## src/rtl/seg7_pkg.sv

```systemverilog
// rtl/seg7_pkg.sv - shared states and segment patterns for the 2-digit 7-segment mux driver
package seg7_pkg;

    typedef enum logic [1:0] {
        S_TENS  = 2'd0,
        S_GAP1  = 2'd1,
        S_UNITS = 2'd2,
        S_GAP2  = 2'd3
    } state_t;

    // Active-high patterns, bit order {g,f,e,d,c,b,a}
    localparam logic [6:0] SEG_OFF  = 7'h00;
    localparam logic [6:0] SEG_DASH = 7'h40;
    localparam logic [6:0] DIG_0    = 7'h3F;
    localparam logic [6:0] DIG_1    = 7'h06;
    localparam logic [6:0] DIG_2    = 7'h5B;
    localparam logic [6:0] DIG_3    = 7'h4F;
    localparam logic [6:0] DIG_4    = 7'h66;
    localparam logic [6:0] DIG_5    = 7'h6D;
    localparam logic [6:0] DIG_6    = 7'h7D;
    localparam logic [6:0] DIG_7    = 7'h07;
    localparam logic [6:0] DIG_8    = 7'h7F;
    localparam logic [6:0] DIG_9    = 7'h6F;

endpackage

```

## src/rtl/seg7_mux_driver_bcd_to_seg7.sv

```systemverilog
// rtl/seg7_mux_driver_bcd_to_seg7.sv - combinational BCD to active-high 7-segment decoder
module bcd_to_seg7
    import seg7_pkg::*;
(
    input  logic [3:0] bcd,
    output logic [6:0] pattern
);

    always_comb begin
        pattern = SEG_DASH;
        case (bcd)
            4'd0: pattern = DIG_0;
            4'd1: pattern = DIG_1;
            4'd2: pattern = DIG_2;
            4'd3: pattern = DIG_3;
            4'd4: pattern = DIG_4;
            4'd5: pattern = DIG_5;
            4'd6: pattern = DIG_6;
            4'd7: pattern = DIG_7;
            4'd8: pattern = DIG_8;
            4'd9: pattern = DIG_9;
            default: pattern = SEG_DASH;
        endcase
    end

endmodule

```

## src/rtl/seg7_mux_driver.sv

```systemverilog
// rtl/seg7_mux_driver.sv - 2-digit multiplexed 7-segment driver with dead time and per-frame digit latch
module seg7_mux_driver
    import seg7_pkg::*;
#(
    parameter int REFRESH_DIV = 50000,
    parameter int DEAD_CYC    = 4,
    parameter bit ACTIVE_LOW  = 1'b1
) (
    input  logic       clk,
    input  logic       rst_n,
    input  logic [3:0] chuc,
    input  logic [3:0] donvi,
    input  logic       blank_lead,
    output logic [6:0] seg,
    output logic [1:0] an
);

    localparam int MAX_LEN = (REFRESH_DIV > DEAD_CYC) ? REFRESH_DIV : DEAD_CYC;
    localparam int CW      = $clog2(MAX_LEN + 1);

    localparam logic [CW-1:0] REF_LAST  = CW'(REFRESH_DIV - 1);
    localparam logic [CW-1:0] DEAD_LAST = CW'(DEAD_CYC - 1);
    localparam logic [6:0]    SEG_POL   = ACTIVE_LOW ? 7'h7F : 7'h00;
    localparam logic [1:0]    AN_POL    = ACTIVE_LOW ? 2'b11 : 2'b00;

    state_t        state, state_nxt;
    logic [CW-1:0] cnt, cnt_nxt, cnt_last;
    logic [3:0]    shadow_tens, shadow_units;
    logic [3:0]    eff_tens, eff_units, dec_in;
    logic [6:0]    dec_pat, seg_nxt;
    logic [1:0]    an_nxt;
    logic          latch_now;

    assign latch_now = (state == S_TENS) && (cnt == '0);

    // On the latch edge the shadow still holds last frame's digits, so show what is being captured
    assign eff_tens  = latch_now ? chuc  : shadow_tens;
    assign eff_units = latch_now ? donvi : shadow_units;
    assign dec_in    = (state == S_UNITS) ? eff_units : eff_tens;

    bcd_to_seg7 u_dec (
        .bcd     (dec_in),
        .pattern (dec_pat)
    );

    always_ff @(posedge clk or negedge rst_n) begin
        if (!rst_n) begin
            state <= S_TENS;
            cnt   <= '0;
        end else begin
            state <= state_nxt;
            cnt   <= cnt_nxt;
        end
    end

    always_comb begin
        state_nxt = state;
        cnt_nxt   = cnt + CW'(1);
        cnt_last  = ((state == S_TENS) || (state == S_UNITS)) ? REF_LAST : DEAD_LAST;
        if (cnt == cnt_last) begin
            cnt_nxt = '0;
            case (state)
                S_TENS:  state_nxt = S_GAP1;
                S_GAP1:  state_nxt = S_UNITS;
                S_UNITS: state_nxt = S_GAP2;
                S_GAP2:  state_nxt = S_TENS;
                default: state_nxt = S_TENS;
            endcase
        end
    end

    always_comb begin
        an_nxt  = 2'b00;
        seg_nxt = SEG_OFF;
        case (state)
            S_TENS: begin
                seg_nxt = dec_pat;
                an_nxt  = (blank_lead && (eff_tens == 4'd0)) ? 2'b00 : 2'b10;
            end
            S_UNITS: begin
                seg_nxt = dec_pat;
                an_nxt  = 2'b01;
            end
            default: begin
                an_nxt  = 2'b00;
                seg_nxt = SEG_OFF;
            end
        endcase
    end

    always_ff @(posedge clk or negedge rst_n) begin
        if (!rst_n) begin
            shadow_tens  <= 4'd0;
            shadow_units <= 4'd0;
        end else if (latch_now) begin
            shadow_tens  <= chuc;
            shadow_units <= donvi;
        end
    end

    // Polarity is folded in here so "off" is a single XOR constant for both reset and gaps
    always_ff @(posedge clk or negedge rst_n) begin
        if (!rst_n) begin
            seg <= SEG_POL;
            an  <= AN_POL;
        end else begin
            seg <= seg_nxt ^ SEG_POL;
            an  <= an_nxt ^ AN_POL;
        end
    end

endmodule

```

## config.mk

```make
export PLATFORM = sky130hd
export DESIGN_NAME = seg7_mux_driver
export DESIGN_NICKNAME = d
export VERILOG_FILES = /design/src/rtl/seg7_pkg.sv /design/src/rtl/seg7_mux_driver_bcd_to_seg7.sv /design/src/rtl/seg7_mux_driver.sv
export SDC_FILE = /design/constraint.sdc
export NUM_CORES = 1
export LEC_CHECK = 0
export ABC_AREA = 1
export ABC_CLOCK_PERIOD_IN_PS = 2870
export CORE_MARGIN = 1.5
export CORE_UTILIZATION = 45
export DETAILED_ROUTE_END_ITERATION = 16
export GPL_TIMING_DRIVEN = 1
export PLACE_DENSITY_LB_ADDON = 0.08
export SLEW_MARGIN = 0
export SYNTH_ARGS = -nofsm -noshare
export SYNTH_HDL_FRONTEND = slang
export SYNTH_SLANG_ARGS = --single-unit
```

## constraint.sdc

```tcl
create_clock -name clk -period 2.87 [get_ports clk]
set_clock_uncertainty 0.05 [all_clocks]
set_input_delay 0.861 -clock clk [delete_from_list [all_inputs] [get_ports clk]]
set_output_delay 0.861 -clock clk [all_outputs]
set_load 0.05 [all_outputs]
```

# Word level (Yosys, flattened, before mapping)
# Memory sizes are Yosys's and may differ from the RTL's.
# Cells that the tools add are included.
op_classes:
  add_sub_neg: 1
  eq_ne: 4
  mux: 9
  n_bitwise: 2
  n_reduce_logical: 7
ops:
  columns: ["op", "n"]
  rows:
  - ["$mux W16", 2]
  - ["$add A16 B1 Y16 const B", 1]
  - ["$eq A16 B16 Y1", 1]
  - ["$logic_not A16 Y1", 1]
  - ["$mux W4", 3]
  - ["$pmux W2 S4", 1]
  - ["$mux W7", 1]
  - ["$not A7 Y7", 1]
  - ["$eq A2 B2 Y1 const B", 2]
  - ["$logic_not A4 Y1", 1]
  - ["$pmux W2 S2", 1]
  - ["$eq A2 B1 Y1 const B", 1]
  - ["$logic_and A1 B1 Y1", 2]
  - ["$logic_not A2 Y1", 1]
  - ["$mux W2", 1]
  - ["$not A2 Y2", 1]
  - ["$reduce_or A2 Y1", 1]
  - ["$logic_or A1 B1 Y1", 1]
totals:
  reg_bits: 35
  rom_bits: 112
  in_bits: 11
  output_inout_bits: 9
  wordCells: 30
  memories: 1
memory_table:
  columns: ["name", "words", "width", "read_ports", "rd_ports_with_merged_regs", "write_ports", "line_no", "source"]
  rows:
  - ["(no name shown)", 16, 7, 1, 0, 0, "seg7_mux_driver_bcd_to_seg7.sv:11", "case (bcd)"]

# Longest topological paths before layout
# Gate-level depths: netlist of the first run.
logic_depth:
  depth_word: 8
  ltp_mapped: 16
  depth_no_buf: 16

# By module
# A second synthesis of the first run with hierarchy kept.
unflattened:
  cells_unflattened: 256
  area_unflattened_um2: 2075.7
by_module_without_submodules:
  columns: ["module", "n_inst", "cells_each", "area_each_um2", "seq_area_each_um2"]
  rows:
  - ["seg7_mux_driver", 1, 220, 1883.1, 887.1]
  - ["bcd_to_seg7", 1, 36, 192.7, 0.0]

# Least setup slack after synthesis of the first run
# Ideal clock, no wire load.
synth_timing:
  kind: "register to register"
  startpoint: "register state[0]"
  endpoint: "register seg[5]"
  setup_time_ns: 0.088
  arrival_ns: 1.869
  t_required_ns: 2.732
  setup_slack_ns: 0.863
  path_stages_with_launch: 17
  n_path_buf: 0
  cell_sequence: "dfrtp_1 -> inv_1 -> ha_1 -> nand2_1 -> inv_1 -> nand2_1 -> nor2_4 -> nand2_4 -> nand2_1 -> nand3_1 -> nand2_1 -> inv_1 -> ha_1 -> inv_1 -> nand3_1 -> nand3_1 -> nand3_1"
synth_between:
  elab_chain_len: 7
  word_cells_on_any_way: 10
  classes_between: "eq/ne: 1; mux: 4; bitwise: 1; reduce/logical: 3; memory: 1"
synth_rtl:
  columns: ["item", "line_no", "source"]
  rows:
  - ["from (decl)", "seg7_mux_driver.sv:26", "state_t state, state_nxt;"]
  - ["from (signal assigned)", "seg7_mux_driver.sv:51", "state <= state_nxt;"]
  - ["$logic_not A2 Y1", "seg7_mux_driver.sv:34, seg7_mux_driver.sv:75", null]
  - ["$logic_and A1 B1 Y1", "seg7_mux_driver.sv:34", "assign latch_now = (state == S_TENS) && (cnt == '0);"]
  - ["$mux W4", null, null]
  - ["$mux W4", "seg7_mux_driver.sv:39", "assign dec_in = (state == S_UNITS) ? eff_units : eff_tens;"]
  - ["$mem_v2 Z16 W7", null, null]
  - ["$mux W7 (*)", "seg7_mux_driver.sv:75", "case (state)"]
  - ["$not A7 Y7 (no line) (*)", null, null]
  - ["to (signal assigned)", "seg7_mux_driver.sv:107", "seg <= seg_nxt ^ SEG_POL;"]
  - ["to (decl)", "seg7_mux_driver.sv:14", "output logic [6:0] seg,"]
# Mark *: on every way between the ends. The rest lies on a longest branch, timed or not.
# A chain may end at the register's enable or synchronous reset.

# Worst setup path in the final report of the first run
layout_timing:
  startpoint: "register seg[3]"
  endpoint: "output port seg[3]"
# No word-level cell between the ends.

==> qor.yml, run 1 <==
critical_path:
  cp-end-kind: "output port"
  critPathBufInv: 1
  crit_fanout: 1
  arrival_ns: 1.61
  cp.required_ns: 1.96
  slowest_delay_ns: 0.79
  crit_chain: "clkdlybuf4s50_1"
  cp_top_family: "buffers and inverters"
  critical_path_class: "reg2out"
  slowest_stage: "clkdlybuf4s50_1"
  start_kind: "flip-flop"
grt:
  grt_usage_pct: 19.0
  grt_pass1_vias: 1641
  antenna_found_initial: 0
  grt_first_pass_wirelength_um: 7650
  grt_max_degree: 36
  gr-total-overflow: 0
finish:
  fin_util_pct: 55.1
  fillCellCount: 456
  drive_above_1_share_pct: 24.6
  synthToLayoutAreaGrowth_pct: 17.2
  nets: 304
  antennaDiodeCount: 0
detailed_routing:
  routedWlPerCell_um: 12.4
  vias: 1697
  drt_iter0_markers: 78
  via_per_inst: 4.82
  firstDrtPassIters: 4
  antenna_left: 0
  wirelength_um: 4380
  post-route-drc-count: 0
timing:
  finalMaxSlewViolations: 0
  slew-limit-headroom_pct: 66.9
  worst_pin_slew_ns: 0.495
  finalSetupViolCount: 0
  finalSetupTns_ns: 0
  finalCritPeriodShare_pct: 87.7
  fmax_ghz: 0.397
  fin_crit_ns: 2.52
  hold_violations: 0
  rsz0062_at_grt: "false"
synthesis:
  yosysSeqAreaShare_pct: 39.9
  muxShareOfSynthArea_pct: 0
  async_flop_share_pct: 100
  synthAdderAreaFrac_pct: 5.07
  post_synth.cell_area_avg_um2: 8.61
  synth_seq_cells: 35
  synth_top_area_cell: "dfrtp_1"
  synth_edf_count: 0
  yosysWarnings: 0
  synth_ff_type: "dfrtp_1"
  synth_most_common_cell: "inv_1"
  synth_xor_area_share_pct: 1.58
  syn_area_mm2: 0.00222
  synth_compound_area_share_pct: 4.00
  synthTopCellsByArea: "dfrtp_1, dfstp_2, nand3_1"
  synth_top_cells_by_count: "inv_1, nand2_1, nand3_1, dfrtp_1, nand2_2"
  synthesis.nets: 278
  synthSimpleGateAreaFrac_pct: 41.1
  synth_top_area_share_pct: 29.3
  synthCells: 258
  synth_top_family_by_area: "simple AND/OR/NAND/NOR gates"
  yosysUniqueCellTypes: 34
clock_network:
  clk_pin_slew_ns: 0.08
  ctsLongestPathBuffers: 2
  htreeDepth: 2
  insertion_delay_ns: 0.29
  clock_sinks: 35
  cts_resized: 0
  postCtsSetupBuffers: 0
  numCtsBuffers: 5
  cts_tree: "yes"
  ctsHoldBuffers: 0
  cts_root_buffer: "clkbuf_8"
die:
  coreArea_mm2: 0.00472
  design.die.area_mm2: 0.00537
  die_w_um: 73.3
  rows: 25
  die_h_um: 73.3
  start_util_pct: 47.0
  pin_count: 20
power_and_ir_drop:
  ir_drop_uv: 230
  p_total_uw: 1080
  total_leakage_power_uw: 0.00124
  power_per_cell_area_mw_per_mm2: 415
run:
  max_cap_viol_count: 0
placed_design:
  dp_hpwl_um: 3390
  gp_congestion: 0.848
  port_buffers: 19
status:
  status: "finished clean"
hold_path:
  hold_class: "reg2reg"
-- kinds of logic (layout without fill, tap and decap cells) --
group	count (synthesis)	after routing
simple gates	150	150
buf+inv	46	73
flops	35	35
compound gates	14	14
fa+ha+maj	9	9
xor+xnor	4	4
-- where the power goes --
| part | switching [uW] | internal [uW] |
|---|---|---|
| Clock | 186 | 259 |
| Sequential | 4.47 | 513 |
| Combinational | 74.8 | 44.5 |
-- tightest hold or removal path, cell delays in order (launching register included) --
cell     delay, ns
dfrtp_1       0.33
nand2_1       0.06
nand2_1       0.05
-- layout make-up --
| type | instances | area, um^2 | share of cell area, % |
|---|---|---|---|
| Timing Repair Buffer | 21 | 205 | 7.88 |
| Sequential cell | 35 | 887 | 34.1 |
| Clock buffer | 5 | 68.8 | 2.64 |
| Tap cell | 67 | 83.8 | 3.22 |
| Inverter | 44 | 165 | 6.34 |
| Clock inverter | 3 | 43.8 | 1.68 |
| Multi-Input combinational cell | 177 | 1150 | 44.2 |
-- per-stage QoR --
step / cell area (um^2) / instances / hold WS, ns / worst slack (ns)
2_1_floorplan: 2220 / 258 / 0.387 / 0.863
3_3_place_gp: 2490 / 344 / 0.413 / 0.544
3_5_place_dp: 2490 / 344 / 0.407 / 0.510
4_1_cts: 2600 / 352 / 0.428 / 0.338
5_1_grt: 2600 / 352 / 0.479 / 0.265
6_report: 2600 / 352 / 0.421 / 0.354
-- worst paths after layout --
| kind | slack, ns | end | start | cells after the start |
|---|---|---|---|---|
| setup / recovery | 0.35 | seg[3] | seg[3]$_DFF_PN1_ | 1 |
| hold / removal | 0.42 | shadow_units[0]$_DFF_PN0_ | shadow_units[0]$_DFF_PN0_ | 2 |
| setup reg to reg | 0.57 | seg[5]$_DFF_PN1_ | state[0]$_DFFE_PN0N_ | 16 |
| hold reg to reg | 0.42 | shadow_units[0]$_DFF_PN0_ | shadow_units[0]$_DFF_PN0_ | 2 |
| max in group asynchronous | 1.49 | an[1]$_DFF_PN1_ | rst_n | 2 |
| min in group asynchronous | 0.94 | shadow_units[3]$_DFF_PN0_ | rst_n | 2 |
-- layer usage --
layer | vias to the layer above | global-route usage (%) | routed length (um)
met3 | 5 | 4.12 | 130
li1 | 882 | - | -
met4 | 0 | 6.50 | 63
met5 | - | 0 | 0
met1 | 785 | 24.1 | 2080
met2 | 25 | 31.9 | 2100
-- registers in the layout, indices dropped and copies added (netlist names) --
name and cells:
seg 7, an 2, shadow_tens 4, cnt 16
state 2, shadow_units 4
-- cell usage in the layout, fill, tap and decap left out, types with 3 or more instances in the layout --
cell type         n
nor2_1           14
nor2_2            9
dfstp_2           9
nand4_1           6
inv_1            41
dfrtp_1          26
clkbuf_8          5
ha_1              9
nand2_4           6
nand3_1          37
nor2_4            6
nand3_2           5
clkdlybuf4s50_1  19
nand2_1          37
nand2_2          15
nor3_1            4
o21ai_0           7
xor2_1            3
No activity file was read; power rests on OpenSTA's default activity.
==> inputs of run 2 (changes only) <==
--- a/config.mk
+++ b/config.mk
@@ -8,7 +8,7 @@
 export ABC_AREA = 1
 export ABC_CLOCK_PERIOD_IN_PS = 2870
 export CORE_MARGIN = 1.5
-export CORE_UTILIZATION = 45
+export CORE_UTILIZATION = 40
 export DETAILED_ROUTE_END_ITERATION = 16
 export GPL_TIMING_DRIVEN = 1
 export PLACE_DENSITY_LB_ADDON = 0.08
==> qor.yml, run 2 (same netlist as run 1, synthesis figures left out) <==
clock_network:
  cts_tree: "yes"  # unchanged
  ctsLongestPathBuffers: 2  # unchanged
  clk_pin_slew_ns: 0.07  # was 0.08 ns
  ctsHoldBuffers: 0  # unchanged
  postCtsSetupBuffers: 0  # unchanged
  clock_sinks: 35  # unchanged
  cts_resized: 0  # unchanged
  insertion_delay_ns: 0.29  # about the same
  cts_root_buffer: "clkbuf_8"  # unchanged
  numCtsBuffers: 5  # unchanged
  htreeDepth: 2  # unchanged
timing:
  finalSetupViolCount: 0  # unchanged
  worst_pin_slew_ns: 0.797  # was 0.495 ns
  slew-limit-headroom_pct: 46.9  # was 66.9%
  finalCritPeriodShare_pct: 87.7  # about the same
  fin_crit_ns: 2.52  # about the same
  finalSetupTns_ns: 0  # unchanged
  finalMaxSlewViolations: 0  # unchanged
  fmax_ghz: 0.397  # about the same
  finalWorstSetupSlack_ns: 0.352  # was 0.354 ns
  rsz0062_at_grt: "false"  # unchanged
  hold_violations: 0  # unchanged
detailed_routing:
  wl_met1_um: 2170  # was 2080 um
  routedWlPerCell_um: 13.1  # was 12.4 um
  post-route-drc-count: 0  # unchanged
  drt_iter0_markers: 68  # was 78
  via_per_inst: 4.84  # was 4.82
  met2_length_um: 2250  # was 2100 um
  firstDrtPassIters: 4  # unchanged
  vias: 1719  # was 1697
  wirelength_um: 4650  # was 4380 um
  wl_met3_um: 145  # was 130 um
  antenna_left: 0  # unchanged
  top_layer_used: "met4"  # unchanged
critical_path:
  cp_top_family: "buffers and inverters"  # unchanged
  start_kind: "flip-flop"  # unchanged
  critPathBufInv: 1  # unchanged
  cp.required_ns: 1.96  # about the same
  crit_chain: "clkdlybuf4s50_1"  # unchanged
  slowest_delay_ns: 0.79  # about the same
  slowest_stage: "clkdlybuf4s50_1"  # unchanged
  cp-end-kind: "output port"  # unchanged
  critical_path_class: "reg2out"  # unchanged
  crit_fanout: 1  # unchanged
  arrival_ns: 1.61  # about the same
die:
  die_w_um: 77.5  # was 73.3 um
  die_h_um: 77.5  # was 73.3 um
  coreArea_mm2: 0.00524  # was 0.00472 mm^2
  design.die.area_mm2: 0.00601  # was 0.00537 mm^2
  rows: 26  # was 25
  start_util_pct: 42.4  # was 47.0%
  pin_count: 20  # unchanged
finish:
  reg_top3: "cnt (16), seg (7)"  # unchanged
  drive_above_1_share_pct: 24.9  # was 24.6%
  antennaDiodeCount: 0  # unchanged
  fin_area_mm2: 0.00261  # was 0.00260 mm^2
  largest_register_ffs: 16  # unchanged
  final_common_cell: "inv_1"  # unchanged
  synthToLayoutAreaGrowth_pct: 17.4  # was 17.2%
  final_cell_mix: "inv_1, nand2_1, nand3_1, dfrtp_1, clkdlybuf4s50_1"  # unchanged
  fin_util_pct: 49.8  # was 55.1%
  top_register: "cnt"  # unchanged
  nets: 304  # unchanged
status:
  status: "finished clean"  # unchanged
power_and_ir_drop:
  power_per_cell_area_mw_per_mm2: 425  # was 415 mW/mm^2
  total_leakage_power_uw: 0.00125  # was 0.00124 uW
  ir_drop_uv: 260  # was 230 uV
grt:
  grt_pass1_vias: 1732  # was 1641
  gr-total-overflow: 0  # unchanged
  grt_first_pass_wirelength_um: 8150  # was 7650 um
  grt_max_degree: 36  # unchanged
  grt_usage_pct: 17.6  # was 19.0%
  antenna_found_initial: 0  # unchanged
run:
  max_cap_viol_count: 0  # unchanged
hold_path:
  hold_class: "reg2reg"  # unchanged
placed_design:
  pre_cts_slack_ns: 0.534  # was 0.510 ns
  dpl-instance-area_mm2: 0.00249  # about the same
  gp_congestion: 0.782  # was 0.848
  port_buffers: 19  # unchanged
  dp_hpwl_um: 3460  # was 3390 um
-- run 2: changes by cell type in the layout (fill, tap and decap cells not counted) --
| cell | previous run | this run |
|---|---|---|
| buf_2 | 0 | 1 |
| clkbuf_8 | 5 | 6 |
| clkdlybuf4s50_1 | 19 | 18 |
| clkinv_4 | 1 | 0 |
-- run 2: report_power, final --
group | internal [uW] | switching [uW] | leakage, uW
registers | 513 | 4.67 | 0.000425
clock network | 281 | 191 | 0.0000612
logic | 42.8 | 75.2 | 0.000761
-- run 2: cell type report --
| cell class | count | area (um^2) |
|---|---|---|
| fillers | 511 | 2630 |
| flip-flops and latches | 35 | 887 |
| inverters | 44 | 165 |
| repair buffers | 21 | 200 |
| well taps | 70 | 87.6 |
| clock inverters | 2 | 35.0 |
| clock buffers | 6 | 82.6 |
| multi-input cells | 177 | 1150 |
-- run 2: worst paths after layout --
check,startpoint,to,slack (ns),cells past startpoint
hold / removal,shadow_units[0]$_DFF_PN0_,shadow_units[0]$_DFF_PN0_,0.44,2
max in group asynchronous,rst_n,cnt[2]$_DFF_PN0_,1.66,1
setup reg to reg,state[0]$_DFFE_PN0N_,seg[5]$_DFF_PN1_,0.59,16
min in group asynchronous,rst_n,shadow_units[0]$_DFF_PN0_,0.60,1
setup / recovery,seg[3]$_DFF_PN1_,seg[3],0.35,1
hold reg to reg,shadow_units[0]$_DFF_PN0_,shadow_units[0]$_DFF_PN0_,0.44,2
-- run 2: stage by stage --
| stage | hold WS (ns) | cells | total power [uW] |
|---|---|---|---|
| after floorplan | 0.387 | 258 | 598 |
| final | 0.440 | 355 | 1110 |
| after global routing | 0.471 | 355 | 1160 |
| after global placement | 0.421 | 347 | 646 |
| after CTS | 0.447 | 355 | 1130 |
| after detailed placement | 0.429 | 347 | 647 |
-- run 2: routing by layer --
layer / track usage (%) / vias up
li1: - / 873
met1: 22.3 / 819
met2: 28.9 / 20
met3: 3.88 / 7
met4: 7.45 / 0
met5: 0 / -
-- run 2: worst min-delay path, cell delays in order, from the launching register on --
cell and delay, ns:
dfrtp_1 0.33, nand2_1 0.07, nand2_1 0.06
